<file path="src/rtl/program_loader_pkg.sv">
// rtl/program_loader_pkg.sv - shared state type, defaults and helpers for the program loader
package program_loader_pkg;

  typedef enum logic [2:0] {
    S_IDLE   = 3'd0,
    S_LEN_LO = 3'd1,
    S_LEN_HI = 3'd2,
    S_DATA   = 3'd3,
    S_WRITE  = 3'd4,
    S_CHECK  = 3'd5,
    S_DONE   = 3'd6,
    S_ERROR  = 3'd7
  } state_t;

  localparam logic [7:0] SYNC_BYTE_DEFAULT = 8'hA5;

  // States in which the inter-byte timeout runs.
  function automatic logic is_timed(input state_t s);
    return (s == S_LEN_LO) || (s == S_LEN_HI) || (s == S_DATA) || (s == S_CHECK);
  endfunction

  // States that listen for a new sync byte.
  function automatic logic is_rest(input state_t s);
    return (s == S_IDLE) || (s == S_DONE) || (s == S_ERROR);
  endfunction

endpackage

</file>
<file path="src/rtl/program_loader_word_assembler.sv">
// rtl/program_loader_word_assembler.sv - little-endian byte-to-word packer with running XOR checksum
module program_loader_word_assembler (
  input  logic        clk,
  input  logic        rst,
  input  logic        clear,
  input  logic        byte_valid,
  input  logic [7:0]  byte_data,
  output logic [31:0] word,
  output logic [7:0]  checksum,
  output logic        last_byte,
  output logic        word_ready
);

  logic [1:0] idx;

  assign last_byte = (idx == 2'd3);

  always_ff @(posedge clk or negedge rst) begin
    if (!rst) begin
      idx        <= 2'd0;
      word       <= 32'd0;
      checksum   <= 8'd0;
      word_ready <= 1'b0;
    end else begin
      word_ready <= 1'b0;
      if (clear) begin
        idx      <= 2'd0;
        checksum <= 8'd0;
      end else if (byte_valid) begin
        word[8*idx +: 8] <= byte_data;
        checksum         <= checksum ^ byte_data;
        idx              <= idx + 2'd1;
        word_ready       <= (idx == 2'd3);
      end
    end
  end

endmodule

</file>
<file path="src/rtl/program_loader.sv">
// rtl/program_loader.sv - boot loader: byte frames in, program memory writes and core reset control out
module program_loader
  import program_loader_pkg::*;
#(
  parameter int         INSTR_ADDR_WIDTH = 10,
  parameter int         TIMEOUT_CYCLES   = 1000000,
  parameter bit         BOOT_HOLD        = 1'b1,
  parameter logic [7:0] SYNC_BYTE        = SYNC_BYTE_DEFAULT
) (
  input  logic                        clk,
  input  logic                        rst,
  input  logic                        in_valid,
  input  logic [7:0]                  in_data,
  output logic                        in_ready,
  output logic                        pm_we,
  output logic [INSTR_ADDR_WIDTH-1:0] pm_addr,
  output logic [31:0]                 pm_wdata,
  output logic                        pgm,
  output logic                        core_rst,
  output logic                        done,
  output logic                        err
);

  localparam int          TW        = $clog2(TIMEOUT_CYCLES + 1);
  localparam logic [16:0] MAX_WORDS = 17'(1) << INSTR_ADDR_WIDTH;

  state_t        state, state_next;
  logic [15:0]   count;
  logic [TW-1:0] timer;
  logic [7:0]    checksum;
  logic          last_byte;
  logic          xfer, sync_seen, timeout, last_word;
  logic [15:0]   len_n;

  assign xfer      = in_valid & in_ready;
  assign sync_seen = is_rest(state) && xfer && (in_data == SYNC_BYTE);
  assign timeout   = is_timed(state) && !xfer && (timer == TW'(TIMEOUT_CYCLES - 1));
  assign last_word = (16'(pm_addr) == count - 16'd1);
  assign len_n     = {in_data, count[7:0]};

  program_loader_word_assembler u_asm (
    .clk        (clk),
    .rst        (rst),
    .clear      (sync_seen),
    .byte_valid (xfer && (state == S_DATA)),
    .byte_data  (in_data),
    .word       (pm_wdata),
    .checksum   (checksum),
    .last_byte  (last_byte),
    .word_ready (pm_we)
  );

  always_ff @(posedge clk or negedge rst) begin
    if (!rst) state <= S_IDLE;
    else      state <= state_next;
  end

  always_comb begin
    state_next = state;
    case (state)
      S_IDLE, S_DONE, S_ERROR: if (sync_seen) state_next = S_LEN_LO;
      S_LEN_LO: if (xfer) state_next = S_LEN_HI;
      S_LEN_HI: if (xfer) state_next = ((len_n == 16'd0) || ({1'b0, len_n} > MAX_WORDS)) ? S_ERROR : S_DATA;
      S_DATA:   if (xfer && last_byte) state_next = S_WRITE;
      S_WRITE:  state_next = last_word ? S_CHECK : S_DATA;
      S_CHECK:  if (xfer) state_next = (in_data == checksum) ? S_DONE : S_ERROR;
      default:  state_next = S_IDLE;
    endcase
    if (timeout) state_next = S_ERROR;
  end

  always_ff @(posedge clk or negedge rst) begin
    if (!rst) begin
      in_ready <= 1'b1;
      pm_addr  <= '0;
      pgm      <= 1'b0;
      core_rst <= BOOT_HOLD;
      done     <= 1'b0;
      err      <= 1'b0;
      count    <= 16'd0;
      timer    <= '0;
    end else begin
      in_ready <= (state_next != S_WRITE);
      if (xfer || !is_timed(state)) timer <= '0;
      else                          timer <= timer + 1'b1;

      if (sync_seen) begin
        pm_addr  <= '0;
        pgm      <= 1'b1;
        core_rst <= 1'b1;
        done     <= 1'b0;
        err      <= 1'b0;
      end
      if (state == S_LEN_LO && xfer) count[7:0]  <= in_data;
      if (state == S_LEN_HI && xfer) count[15:8] <= in_data;
      // Hold on the final word so the address never wraps past the top of memory.
      if (state == S_WRITE && !last_word) pm_addr <= pm_addr + 1'b1;

      if (state_next == S_DONE && state != S_DONE) begin
        done     <= 1'b1;
        pgm      <= 1'b0;
        core_rst <= 1'b0;
      end
      if (state_next == S_ERROR && state != S_ERROR) begin
        err      <= 1'b1;
        pgm      <= 1'b0;
        core_rst <= 1'b1;
      end
    end
  end

endmodule

</file>
<file path="config.mk">
export PLATFORM = sky130hd
export DESIGN_NAME = program_loader
export DESIGN_NICKNAME = d
export VERILOG_FILES = /design/src/rtl/program_loader_pkg.sv /design/src/rtl/program_loader_word_assembler.sv /design/src/rtl/program_loader.sv
export SDC_FILE = /design/constraint.sdc
export NUM_CORES = 1
export LEC_CHECK = 0
export CORE_UTILIZATION = 30
export CTS_CLUSTER_SIZE = 10
export DETAILED_ROUTE_END_ITERATION = 10
export PLACE_DENSITY_LB_ADDON = 0.08
export SETUP_SLACK_MARGIN = 0.05
export SLEW_MARGIN = 20
export SYNTH_ARGS = -nofsm -noshare
export SYNTH_HDL_FRONTEND = slang
export SYNTH_SLANG_ARGS = --single-unit
</file>
<file path="constraint.sdc">
create_clock -name clk -period 4.1 [get_ports clk]
set_input_delay 0.82 -clock clk [delete_from_list [all_inputs] [get_ports clk]]
set_output_delay 0.82 -clock clk [all_outputs]
set_load 0.01 [all_outputs]
</file>
==> impl_metrics.json, run 1 <==
{
  "status": "finished, final reports clean",
  "avgSynthCellArea_um2": 9.19,
  "cp_top_family": "simple AND/OR/NAND/NOR gates",
  "cts_max_path_buffers": 2,
  "wl_met1_um": 6280,
  "wl_um": 12700,
  "hold_violations": 0,
  "drtIter0Drc": 135,
  "setup_viol": 0,
  "finalClockSkew_ns": 0.00634,
  "synth_warnings": 0,
  "synth_edf_count": 0,
  "slew_headroom_pct": 33.9,
  "worst-path-max-fanout": 10,
  "path_clk_slew_ns": 0.07,
  "die_height_um": 131,
  "fp.dieW_um": 131,
  "crit_buf_inv": 1,
  "synth_cells": 539,
  "async_flop_share_pct": 100,
  "cts_sinks": 97,
  "syn_nets": 558,
  "viasPerCell": 4.91,
  "cap_violations": 0,
  "reg2regPathDepth": 8,
  "grt_overflow_total": 0,
  "max_freq_mhz": 337,
  "cts_resized": 0,
  "gp_congestion": 0.790,
  "insertion_delay_ns": 0.35,
  "synth_cell_type_count": 57,
  "hold_path_class": "flop to flop",
  "min_period_over_period_pct": 72.3,
  "syn_area_um2": 4950,
  "start_util_pct": 31.0,
  "r2r-end": "pm_addr[7]",
  "antenna_left": 0,
  "syn2layout_area_growth_pct": 22.2,
  "dpl.hpwl_um": 8780,
  "via_count": 3976,
  "dr_wl_met2_um": 5760,
  "tritoncts": "done",
  "tns_ns": 0,
  "nets": 609,
  "crit_required_ns": 4.33,
  "critPathArrivalTime_ns": 3.20,
  "crit_path_end_kind": "flop",
  "synth_ff_type": "dfrtp_1",
  "setup_slack_ns": 1.14,
  "total_power_mw": 3.83,
  "drive_gt1_share_pct": 8.08,
  "clockRootBuffer": "clkbuf_16",
  "ir_drop_mv": 0.235,
  "worstSetupPathDepth": 8,
  "rsz0062_at_grt": "no",
  "slowest_delay_ns": 0.50,
  "r2r_start": "count[2]",
  "endpoint": "pm_addr[7]",
  "ioPinCount": 59,
  "first_pass_iters": 5,
  "post_drt_wl_per_cell_um": 15.6,
  "grt_max_degree": 60,
  "cp-start-kind": "flop",
  "htree_levels": 3,
  "power_density_nw_per_um2": 632,
  "routed.top_layer": "met4",
  "reg2reg_setup_slack_ns": 1.14,
  "ctsHoldBuffers": 0,
  "ys_ff_latch": 97,
  "slew_viol_final": 0,
  "rows": 46,
  "yosysSeqAreaShare_pct": 49.0,
  "dieArea_um2": 17000,
  "drc": 0,
  "met3_length_um": 432,
  "antennaDiodeCount": 0,
  "min_period_ns": 2.96,
  "worst_slew_pin_slew_ns": 0.989,
  "grt_pass1_wl_um": 20800,
  "worstSetupPathType": "flop to flop",
  "cts_setup_buffers": 0,
  "grt_pass1_vias": 3869,
  "post-place-ws_ns": 0.770,
  "antenna_found_initial": 0,
  "startpoint": "count[2]",
  "crit_chain": "or3_1, or4_1, a22o_1, nor4_1, and4_1, buf_4, nor4b_1, a211o_1",
  "cts_buffers": 9,
  "port_buffers": 58,
  "coreArea_um2": 16000,
  "crit_slowest_cell": "or3_1",
  "track_usage_pct": 16.1,
  "leakage_nw": 2.47
}
registers in the layout (all words and copies together), names as in the netlist:
name              flops
core_rst              1
u_asm.checksum        8
u_asm.idx             2
count                16
in_ready              1
u_asm.word_ready      1
done                  1
pm_addr              10
err                   1
state                 3
u_asm.word           32
pgm                   1
timer                20
final cells by class:
type / count / area (µm²)
clock inverters: 4 / 53.8
fillers: 1657 / 9950
flip-flops and latches: 97 / 2430
well taps: 216 / 270
clock buffers: 11 / 233
inverters: 11 / 41.3
repair buffers: 70 / 668
multi-input cells: 401 / 2360
synthesized netlist by cell type (6+ instances only):
library cell | n | area share (%)
xor2_1 | 18 | 3.2
clkbuf_1 | 24 | 1.8
or4_1 | 6 | 0.91
dfrtp_1 | 95 | 48
nor2_1 | 42 | 3.2
nand2_1 | 104 | 7.9
nor2b_1 | 8 | 1.0
o21ai_0 | 59 | 6.0
a21oi_1 | 6 | 0.61
xnor2_1 | 15 | 2.7
mux2_2 | 15 | 3.4
nor3_1 | 9 | 0.91
and3_1 | 7 | 0.88
nor4b_1 | 8 | 1.4
inv_1 | 11 | 0.83
nor4_1 | 6 | 0.76
ha_1 | 8 | 2.0
or3_1 | 11 | 1.4
nand3_1 | 19 | 1.9
worst min path at each step:
stage                      startpoint                 to  slack [ns]  depth (start not counted)
floorplan           u_asm.checksum[4]  u_asm.checksum[4]        0.46                          1
global placement        u_asm.word[9]      u_asm.word[9]        0.47                          2
detailed placement      u_asm.word[4]      u_asm.word[4]        0.47                          2
CTS                              done               done        0.49                          1
global route           u_asm.word[24]     u_asm.word[24]        0.51                          2
finish                  u_asm.word[8]      u_asm.word[8]        0.48                          2
placed cells by master (no fill, tap or decap), drive strengths merged, types with 2 or more instances in the layout:
cell type	synthesis	layout
nand2	104	104
clkinvlp	0	2
or3	11	11
nor4	6	6
a211o	2	2
nor4b	8	8
nor2b	8	8
nor3b	3	3
buf	6	13
and4	2	2
inv	11	12
nand2b	4	4
a22o	2	2
nand4	4	4
clkdlybuf4s50	0	57
a31oi	3	3
o21ai	62	62
clkbuf	24	11
and2	2	2
dfstp	2	2
a221o	5	5
or4	6	6
ha	8	8
dfrtp	95	95
a221oi	2	2
xnor2	15	15
and3	7	7
nor2	43	43
o31ai	5	5
nand3	19	19
a21oi	6	6
mux2	15	15
o21a	3	3
nor3	9	9
xor2	18	18
or2	2	2
cell families after synthesis:
kind of cell / Yosys count / synth area share (%)
fa+ha+maj: 8 / 2.02
compound gates: 100 / 12.3
xor+xnor: 33 / 5.83
mux: 16 / 3.61
simple gates: 244 / 23.8
flops: 97 / 49.0
buf+inv: 41 / 3.36
power breakdown:
group | internal (mW) | total (mW) | switching (mW)
clock network | 0.473 | 0.844 | 0.371
registers | 1.25 | 1.58 | 0.329
logic | 0.699 | 1.40 | 0.704
routing by layer:
layer	GRT usage (%)	vias up
met5	0	-
met4	6.69	0
met3	2.97	11
met2	25.2	62
met1	22.0	1917
li1	-	1986
worst reg2reg max path, stage by stage (launching register included):
cell	delay, ns
dfrtp_1	0.45
or3_1	0.50
or4_1	0.51
a22o_1	0.21
nor4_1	0.26
and4_1	0.36
buf_4	0.22
nor4b_1	0.07
a211o_1	0.28
metrics by stage:
step	hold slack, ns	utilization, %	area, µm²	std cells
finish	0.484	37.8	6050	810
detailed placement	0.475	36.0	5770	795
global route	0.511	37.8	6050	810
CTS	0.492	37.8	6050	810
global placement	0.469	36.0	5770	795
floorplan	0.458	-	4950	539
Note: power is estimated with default switching activity, not from simulation.
==> inputs of run 2 (changes only) <==
Clock period 4.1 ns to 3 ns, I/O delays scaled along.
==> run 2 against run 1 <==
  * Global-route usage about the same
  * Register-to-register slack worse by 0.92 ns
  * Die area is the same
  * Flip-flop and latch count stayed put
  * Count of clock-buffer cells in the layout down 1
  * Critical path depth did not move
  * Worst setup slack got worse by 0.92 ns
  * Highest routed layer unchanged
==> impl_metrics.json, run 2 (synthesis gave the netlist of run 1 again) <==
{
  "track_usage_pct": 16.1,
  "drtIter0Drc": 180,
  "grt_max_degree": 38,
  "path_clk_slew_ns": 0.07,
  "insertion_delay_ns": 0.35,
  "setup_viol": 0,
  "rsz0062_at_grt": "no",
  "largest_register": "u_asm.word",
  "worst_slew_pin_slew_ns": 0.856,
  "dieArea_um2": 17000,
  "slew_viol_final": 0,
  "nFillCells": 1652,
  "die_height_um": 131,
  "syn2layout_area_growth_pct": 25.3,
  "drc": 0,
  "grt_pass1_wl_um": 20900,
  "post_drt_wl_per_cell_um": 15.4,
  "setup_slack_ns": 0.218,
  "clockRootBuffer": "clkbuf_16",
  "tns_ns": 0,
  "layout_commonest_cell": "nand2_1",
  "crit_chain": "or3_1, or4_1, a22o_1, nor4_1, and4_1, buf_4, nor4b_1, a211o_1",
  "ir_drop_mv": 0.386,
  "ioPinCount": 59,
  "final_cells": 825,
  "grt_pass1_vias": 3952,
  "status": "finished, final reports clean",
  "critPathArrivalTime_ns": 3.02,
  "placed_area_um2": 5890,
  "r2r_start": "count[2]",
  "crit_slowest_cell": "or4_1",
  "worst-path-max-fanout": 14,
  "coreArea_um2": 16000,
  "cap_violations": 0,
  "placed_cells": 809,
  "stdcell_area_um2": 6210,
  "post-place-ws_ns": -0.0247,
  "largest_registers": "u_asm.word: 32 flops, timer: 20 flops, count: 16 flops",
  "first_pass_iters": 4,
  "port_buffers": 58,
  "reg2regPathDepth": 8,
  "crit_required_ns": 3.23,
  "min_period_over_period_pct": 92.7,
  "cts_max_path_buffers": 2,
  "slowest_delay_ns": 0.51,
  "tritoncts": "done",
  "antennaDiodeCount": 0,
  "r2r-end": "pm_addr[7]",
  "viasPerCell": 4.92,
  "antenna_left": 0,
  "cts_sinks": 97,
  "hold_path_class": "input pin to asynchronous set/reset pin",
  "reg2reg_setup_slack_ns": 0.22,
  "cts_buffers": 9,
  "leakage_nw": 2.56,
  "worstSetupPathType": "flop to flop",
  "final_cell_mix": "nand2_1, dfrtp_1, o21ai_0",
  "antenna_found_initial": 0,
  "power_density_nw_per_um2": 865,
  "endpoint": "pm_addr[7]",
  "slew_headroom_pct": 42.5,
  "rows": 46,
  "min_period_ns": 2.78,
  "crit_path_end_kind": "flop",
  "hold_violations": 0,
  "finalClockSkew_ns": 0.00628,
  "dpl.hpwl_um": 8880,
  "startpoint": "count[2]",
  "drive_gt1_share_pct": 11.2,
  "largest_reg_flops": 32,
  "nets": 623,
  "wl_um": 12700,
  "via_count": 4055,
  "start_util_pct": 31.0,
  "fp.dieW_um": 131,
  "max_freq_mhz": 359,
  "gp_congestion": 0.781,
  "grt_overflow_total": 0,
  "htree_levels": 3,
  "cp-start-kind": "flop"
}
[run 2: worst min path at each step]
stage | endpoint | start | cells past startpoint | slack (ns)
floorplan | count[0] | rst | 0 | 0.30
global placement | u_asm.word[17] | u_asm.word[17] | 2 | 0.47
detailed placement | u_asm.word[1] | u_asm.word[1] | 2 | 0.47
CTS | pm_addr[4] | rst | 1 | 0.22
global route | pm_addr[4] | rst | 1 | 0.23
finish | pm_addr[4] | rst | 1 | 0.20
[run 2: through the flow]
step	hold slack, ns	power, mW	utilization, %
2_1_floorplan	0.304	3.29	-
3_3_place_gp	0.467	4.15	36.8
3_5_place_dp	0.469	4.18	36.8
4_1_cts	0.218	5.42	38.7
5_1_grt	0.235	5.77	38.8
6_report	0.203	5.37	38.8
[run 2: worst max-delay path, delay by kind of cell, from the launching register on]
family / cells / cell delay [ns]
AND/OR/NAND/NOR: 5 / 1.49
AO/OA/AOI/OAI: 2 / 0.51
flip-flops: 1 / 0.46
buffers and inverters: 1 / 0.21
[run 2: cell type report]
type                    count  area, µm²  area share [%]
flip-flops and latches     97       2430            39.2
repair buffers             84        786            12.7
clock inverters             6       65.1            1.05
clock buffers              10        239            3.85
inverters                  11       41.3           0.665
well taps                 216        270            4.35
multi-input cells         401       2370            38.2
[run 2: where the power goes]
| group | total, mW | leakage [nW] | internal, mW | switching [mW] |
|---|---|---|---|---|
| registers | 2.15 | 1.27 | 1.71 | 0.438 |
| clock network | 1.20 | 0.149 | 0.671 | 0.526 |
| logic | 2.02 | 1.14 | 1.03 | 0.993 |
| total | 5.37 | 2.56 | 3.41 | 1.96 |
[run 2: routing by layer]
metal  up-vias  global-route usage [%]  share of wire [%]
met5         -                       0                  0
met1      1949                    22.2                 49
li1       2006                       -                  -
met2        80                    24.3                 44
met3        20                    3.01                4.4
met4         0                    7.71                2.5
[run 2: repair_timing]
item	4_1_cts	5_1_grt
hold buffers	0	0
setup buffers	0	0
setup endpoints to repair	0	8
gates resized for setup	0	4
